--- config.mk ---
export PLATFORM = sky130hd
export DESIGN_NAME = avg_pool_ctrl
export DESIGN_NICKNAME = d
export VERILOG_FILES = /design/src/rtl/avg_pool_ctrl.sv
export SDC_FILE = /design/constraint.sdc
export NUM_CORES = 1
export LEC_CHECK = 0
export CORE_ASPECT_RATIO = 0.75
export CORE_MARGIN = 5
export CORE_UTILIZATION = 35
export DETAILED_ROUTE_END_ITERATION = 8
export GPL_TIMING_DRIVEN = 0
export PLACE_DENSITY_LB_ADDON = 0.1
export SETUP_SLACK_MARGIN = 0.02
export SLEW_MARGIN = 0
export SYNTH_ARGS = -nofsm -noshare
export SYNTH_HDL_FRONTEND = slang
export SYNTH_SLANG_ARGS = --single-unit
--- constraint.sdc ---
create_clock -name clk -period 2.64 [get_ports clk]
set_input_delay 0.396 -clock clk [delete_from_list [all_inputs] [get_ports clk]]
set_output_delay 0.396 -clock clk [all_outputs]
set_load 0.02 [all_outputs]
--- src/rtl/avg_pool_ctrl.sv ---
// avg_pool_ctrl: sequences one pooling window through an external combinational
// FP16 adder and multiplier to produce the window average.
//   A window is captured on an in_valid/in_ready handshake. Its elements are then
//   summed one per cycle through the external adder (ACC) and scaled by RECIP
//   through the external multiplier (SCALE). The result is held in DONE until
//   out_ready is seen. No FP16 arithmetic happens in this block.
// Ports:
//   clk, reset                  clock, synchronous active-low reset
//   in_valid/in_ready/in_data   window input handshake and data (element k at
//                               [k*DATA_WIDTH +: DATA_WIDTH])
//   add_a/add_b/add_sum         shared floatAdd operands and result
//   mul_a/mul_b/mul_p           shared floatMult operands and result
//   out_valid/out_ready/avg_out result handshake and data
//   busy                        high whenever the controller is not in IDLE
//   win_count                   completed-window counter, wraps at 16 bits
module avg_pool_ctrl #(
  parameter int unsigned           DATA_WIDTH = 16,
  parameter int unsigned           SIZE       = 4,
  parameter logic [DATA_WIDTH-1:0] RECIP      = 16'h3400
) (
  input  logic                       clk,
  input  logic                       reset,
  input  logic                       in_valid,
  output logic                       in_ready,
  input  logic [DATA_WIDTH*SIZE-1:0] in_data,
  output logic [DATA_WIDTH-1:0]      add_a,
  output logic [DATA_WIDTH-1:0]      add_b,
  input  logic [DATA_WIDTH-1:0]      add_sum,
  output logic [DATA_WIDTH-1:0]      mul_a,
  output logic [DATA_WIDTH-1:0]      mul_b,
  input  logic [DATA_WIDTH-1:0]      mul_p,
  output logic                       out_valid,
  input  logic                       out_ready,
  output logic [DATA_WIDTH-1:0]      avg_out,
  output logic                       busy,
  output logic [15:0]                win_count
);

  localparam int unsigned IW   = $clog2(SIZE);
  localparam int unsigned IDXW = IW + 1;
  localparam logic [IDXW-1:0] LAST = IDXW'(SIZE - 1);

  typedef enum logic [1:0] {IDLE, ACC, SCALE, DONE} state_t;

  state_t                             state_q, state_d;
  logic [SIZE-1:0][DATA_WIDTH-1:0]    buf_q, buf_d;
  logic [DATA_WIDTH-1:0]              acc_q, acc_d;
  logic [IDXW-1:0]                    idx_q, idx_d;
  logic [DATA_WIDTH-1:0]              avg_q, avg_d;
  logic                               ov_q, ov_d;
  logic [15:0]                        cnt_q, cnt_d;

  always_comb begin
    state_d  = state_q;
    buf_d    = buf_q;
    acc_d    = acc_q;
    idx_d    = idx_q;
    avg_d    = avg_q;
    ov_d     = ov_q;
    cnt_d    = cnt_q;
    in_ready = 1'b0;
    add_a    = '0;
    add_b    = '0;
    mul_a    = '0;
    case (state_q)
      IDLE: begin
        in_ready = 1'b1;
        if (in_valid) begin
          buf_d   = in_data;
          acc_d   = '0;
          idx_d   = '0;
          state_d = ACC;
        end
      end
      ACC: begin
        add_a = buf_q[idx_q[IW-1:0]];
        add_b = acc_q;
        acc_d = add_sum;
        if (idx_q == LAST) begin
          // idx returns to 0 so it never points past the last element
          idx_d   = '0;
          state_d = SCALE;
        end else begin
          idx_d = idx_q + IDXW'(1);
        end
      end
      SCALE: begin
        mul_a   = acc_q;
        avg_d   = mul_p;
        ov_d    = 1'b1;
        state_d = DONE;
      end
      DONE: begin
        if (out_ready) begin
          ov_d    = 1'b0;
          cnt_d   = cnt_q + 16'd1;
          state_d = IDLE;
        end
      end
      default: state_d = IDLE;
    endcase
  end

  always_ff @(posedge clk) begin
    if (!reset) begin
      state_q <= IDLE;
      buf_q   <= '0;
      acc_q   <= '0;
      idx_q   <= '0;
      avg_q   <= '0;
      ov_q    <= 1'b0;
      cnt_q   <= '0;
    end else begin
      state_q <= state_d;
      buf_q   <= buf_d;
      acc_q   <= acc_d;
      idx_q   <= idx_d;
      avg_q   <= avg_d;
      ov_q    <= ov_d;
      cnt_q   <= cnt_d;
    end
  end

  assign mul_b     = RECIP;
  assign busy      = (state_q != IDLE);
  assign out_valid = ov_q;
  assign avg_out   = avg_q;
  assign win_count = cnt_q;

endmodule

==> qor.json <==
{
  "synth_common_cells": {"value": "nand2_1 (142), dfxtp_1 (118), a21oi_1 (72), nor2_1 (50), and2_1 (49)"},
  "number_of_cells_in_the_design_after_placement": {"value": 994},
  "critPathLaunchType": {"value": "flip-flop"},
  "critPathRequiredTime": {"value": 2240, "unit": "ps"},
  "slew_viol_final": {"value": 0},
  "grt_pass1_vias": {"value": 4901},
  "worst_setup_path_end_kind": {"value": "output pin"},
  "ir_drop": {"value": 590, "unit": "uV"},
  "leakagePower": {"value": 0.00300, "unit": "uW"},
  "dp.final_hpwl": {"value": 12200, "unit": "um"},
  "path_max_fanout": {"value": 9},
  "fin_ws": {"value": 101, "unit": "ps"},
  "initial_antenna_violation_count": {"value": 0},
  "floorplan.die_area": {"value": 17200, "unit": "um^2"},
  "port_buffers": {"value": 182},
  "drt_pre_antenna_iters": {"value": 4},
  "max_slew_margin": {"value": 52.4, "unit": "%"},
  "groute.usage.overall": {"value": 18.7, "unit": "%"},
  "synth.yosys.warnings": {"value": 0},
  "rows": {"value": 38},
  "first_pass_grt_wire_length": {"value": 24800, "unit": "um"},
  "area.growth.synth_to_final": {"value": 54.2, "unit": "%"},
  "syn-cell-area": {"value": 5110, "unit": "um^2"},
  "clkSinkCount": {"value": 118},
  "post_route_cells_drive_above_1_share": {"value": 9.59, "unit": "%"},
  "rsz0062_at_grt": {"value": "true"},
  "fin_worst_skew": {"value": 8.33, "unit": "ps"},
  "tritoncts": {"value": "yes"},
  "synthDominantAreaCellType": {"value": "dfxtp_1"},
  "post_synth.cell_area_avg": {"value": 8.55, "unit": "um^2"},
  "chipWidth": {"value": 150, "unit": "um"},
  "worstPathArrival": {"value": 2140, "unit": "ps"},
  "pin_count": {"value": 199},
  "cap_viol_max_count": {"value": 0},
  "finalNetCount": {"value": 917},
  "synth_edf_count": {"value": 0},
  "antenna_violating_nets_post_route": {"value": 0},
  "antennaDiodeCount": {"value": 0},
  "synth_flop_cell": {"value": "dfxtp_1"},
  "clk_path_buf_depth": {"value": 2},
  "synth.distinct_cells": {"value": 34},
  "insertion_delay": {"value": 410, "unit": "ps"},
  "cts_hold_buffers": {"value": 0},
  "critPathMaxStageDelay": {"value": 530, "unit": "ps"},
  "num_vias": {"value": 4778},
  "hold_class": {"value": "reg2reg"},
  "run_status": {"value": "complete, no violations"},
  "ys_async_sr_fraction": {"value": 0, "unit": "%"},
  "vias_per_cell": {"value": 4.67},
  "grt_max_degree": {"value": 17},
  "netlist_top_cells_area": {"value": "dfxtp_1 (46%), nand2_1 (10%), a21oi_1 (7.0%), mux4_2 (7.0%), and2_1 (6.0%)"},
  "fmax": {"value": 0.394, "unit": "GHz"},
  "clock_transition_at_the_registers_of_the_reported_paths": {"value": 50, "unit": "ps"},
  "floorplan.core_area": {"value": 14400, "unit": "um^2"},
  "worstPathCellList": {"value": "buf_6 > mux4_2 > and2_1 > clkdlybuf4s50_1"},
  "library_cell_contributing_the_largest_single_delay_on_the_critical_path": {"value": "clkdlybuf4s50_1"},
  "finalSetupViolCount": {"value": 0},
  "routed_wire_length_per_instance": {"value": 15.9, "unit": "um"},
  "detailedRoute.firstIterationViolations": {"value": 230},
  "placement.setup.worst_slack": {"value": -66.9, "unit": "ps"},
  "timing.setup.critical_path_class": {"value": "reg2out"},
  "finalHoldViolCount": {"value": 0},
  "final_cell_count_no_fill": {"value": 1024},
  "ctsHtreeMaxLevel": {"value": 4},
  "drc": {"value": 0},
  "yosysTopAreaCellShare": {"value": 46.2, "unit": "%"},
  "starting_density_of_the_core": {"value": 35.5, "unit": "%"},
  "layout_worst_path_cycle_share": {"value": 96.2, "unit": "%"},
  "totalWireLength": {"value": 16300, "unit": "um"},
  "dieHeight": {"value": 115, "unit": "um"},
  "gate_count_of_the_mapped_netlist": {"value": 598},
  "final.min_clock_period": {"value": 2540, "unit": "ps"},
  "end_of_flow_core_utilization": {"value": 54.7, "unit": "%"},
  "synth_register_bits": {"value": 118},
  "place_congestion": {"value": 0.777},
  "cts_inserted_buffers": {"value": 17},
  "clk_root_buffer_cell": {"value": "clkbuf_16"},
  "synthMostInstantiatedCell": {"value": "nand2_1"},
  "grt_overflow_total": {"value": 0},
  "timing.setup.tns": {"value": 0, "unit": "ps"},
  "power_per_cell_area": {"value": 872, "unit": "nW/um^2"},
  "synth_sequential_area_ratio": {"value": 46.2, "unit": "%"},
  "worst_max_slew_pin_slew": {"value": 714, "unit": "ps"}
}
worst max-delay path: cells and delay by family (launching register included):
| family | cells | cell delay [ps] |
|---|---|---|
| mux | 1 | 500 |
| buf+inv | 2 | 720 |
| simple gates | 1 | 160 |
| flops | 1 | 350 |
logic make-up (layout without fill, tap and decap cells):
kind of cell	after synthesis	after routing	share of synthesized area (%)
simple gates	265	265	23.2
flops	118	118	46.2
compound gates	95	95	10.4
buf+inv	67	279	6.19
mux	34	34	10.6
xor+xnor	11	11	1.88
fa+ha+maj	6	6	1.47
other cells	2	16	0.147
registers in the layout (all words and copies together) (netlist names):
signal and count:
avg_out 16, acc_q 16, idx_q 3, state_q 2, buf_q 64, out_valid 1
win_count 16
path summary, 6_finish.rpt:
path                                  from         to  slack [ps]  depth (start not counted)
worst max-delay path              idx_q[0]  add_a[13]         100                          4
worst min-delay path              idx_q[2]   idx_q[2]         440                          2
worst max register to register  state_q[0]   acc_q[8]         300                          8
worst min register to register    idx_q[2]   idx_q[2]         440                          2
layout make-up:
type                            instances  area (um^2)
Multi-Input combinational cell        427         2510
Tap cell                              200          250
Fill cell                            1312         6520
Timing Repair Buffer                  182         1820
Sequential cell                       118         2360
Clock inverter                         10          128
Clock buffer                           22          464
Buffer                                 54          310
Inverter                               11         41.3
metal layers:
layer	up-vias	GRT usage [%]	share of wire, %
met5	-	0	0
met4	0	7.07	1.2
met3	16	6.33	8.9
met2	179	29.8	46
met1	2201	23.7	44
li1	2382	-	-
report_power, final:
group	switching, uW	leakage [uW]	internal, uW	total (uW)
Combinational	1310	0.00174	965	2280
Sequential	182	0.000962	2090	2270
Clock	802	0.000293	1520	2320
timing repair:
item | in CTS | in global routing
gates cloned | 0 | 0
endpoints found under the hold margin | 0 | 0
resized for setup | 26 | 6
setup buffers | 0 | 0
setup endpoints to repair | 46 | 31
stage by stage:
stage / instance area, um^2 / power [uW] / hold WS, ps
after floorplan: 5170 / 3630 / 410
after global placement: 7240 / 4460 / 422
after detailed placement: 7240 / 4530 / 429
after CTS: 7850 / 6900 / 445
after global routing: 7880 / 7250 / 466
final: 7880 / 6870 / 445
cells in the final DEF (no fill, tap or decap), types with 2 or more instances in the layout:
master	n
clkdlybuf4s50_1	171
nand2_1	142
dfxtp_1	118
a21oi_1	72
nor2_1	50
and2_1	49
clkbuf_1	26
mux2i_1	18
buf_4	17
a22oi_1	17
clkbuf_16	17
mux4_2	16
conb_1	16
xnor2_1	11
inv_1	10
dlygate4sd2_1	9
clkinv_2	6
buf_1	5
nor4_1	4
ha_1	4
buf_6	3
clkbuf_8	3
or3_1	3
nand4_1	3
nand3_1	3
nor3_1	3
bufinv_16	3
clkbuf_4	2
clkbuf_2	2
nand2b_1	2
o21ai_0	2
ha_4	2
dlymetal6s2s_1	2
No activity file was read; power rests on OpenSTA's default activity.
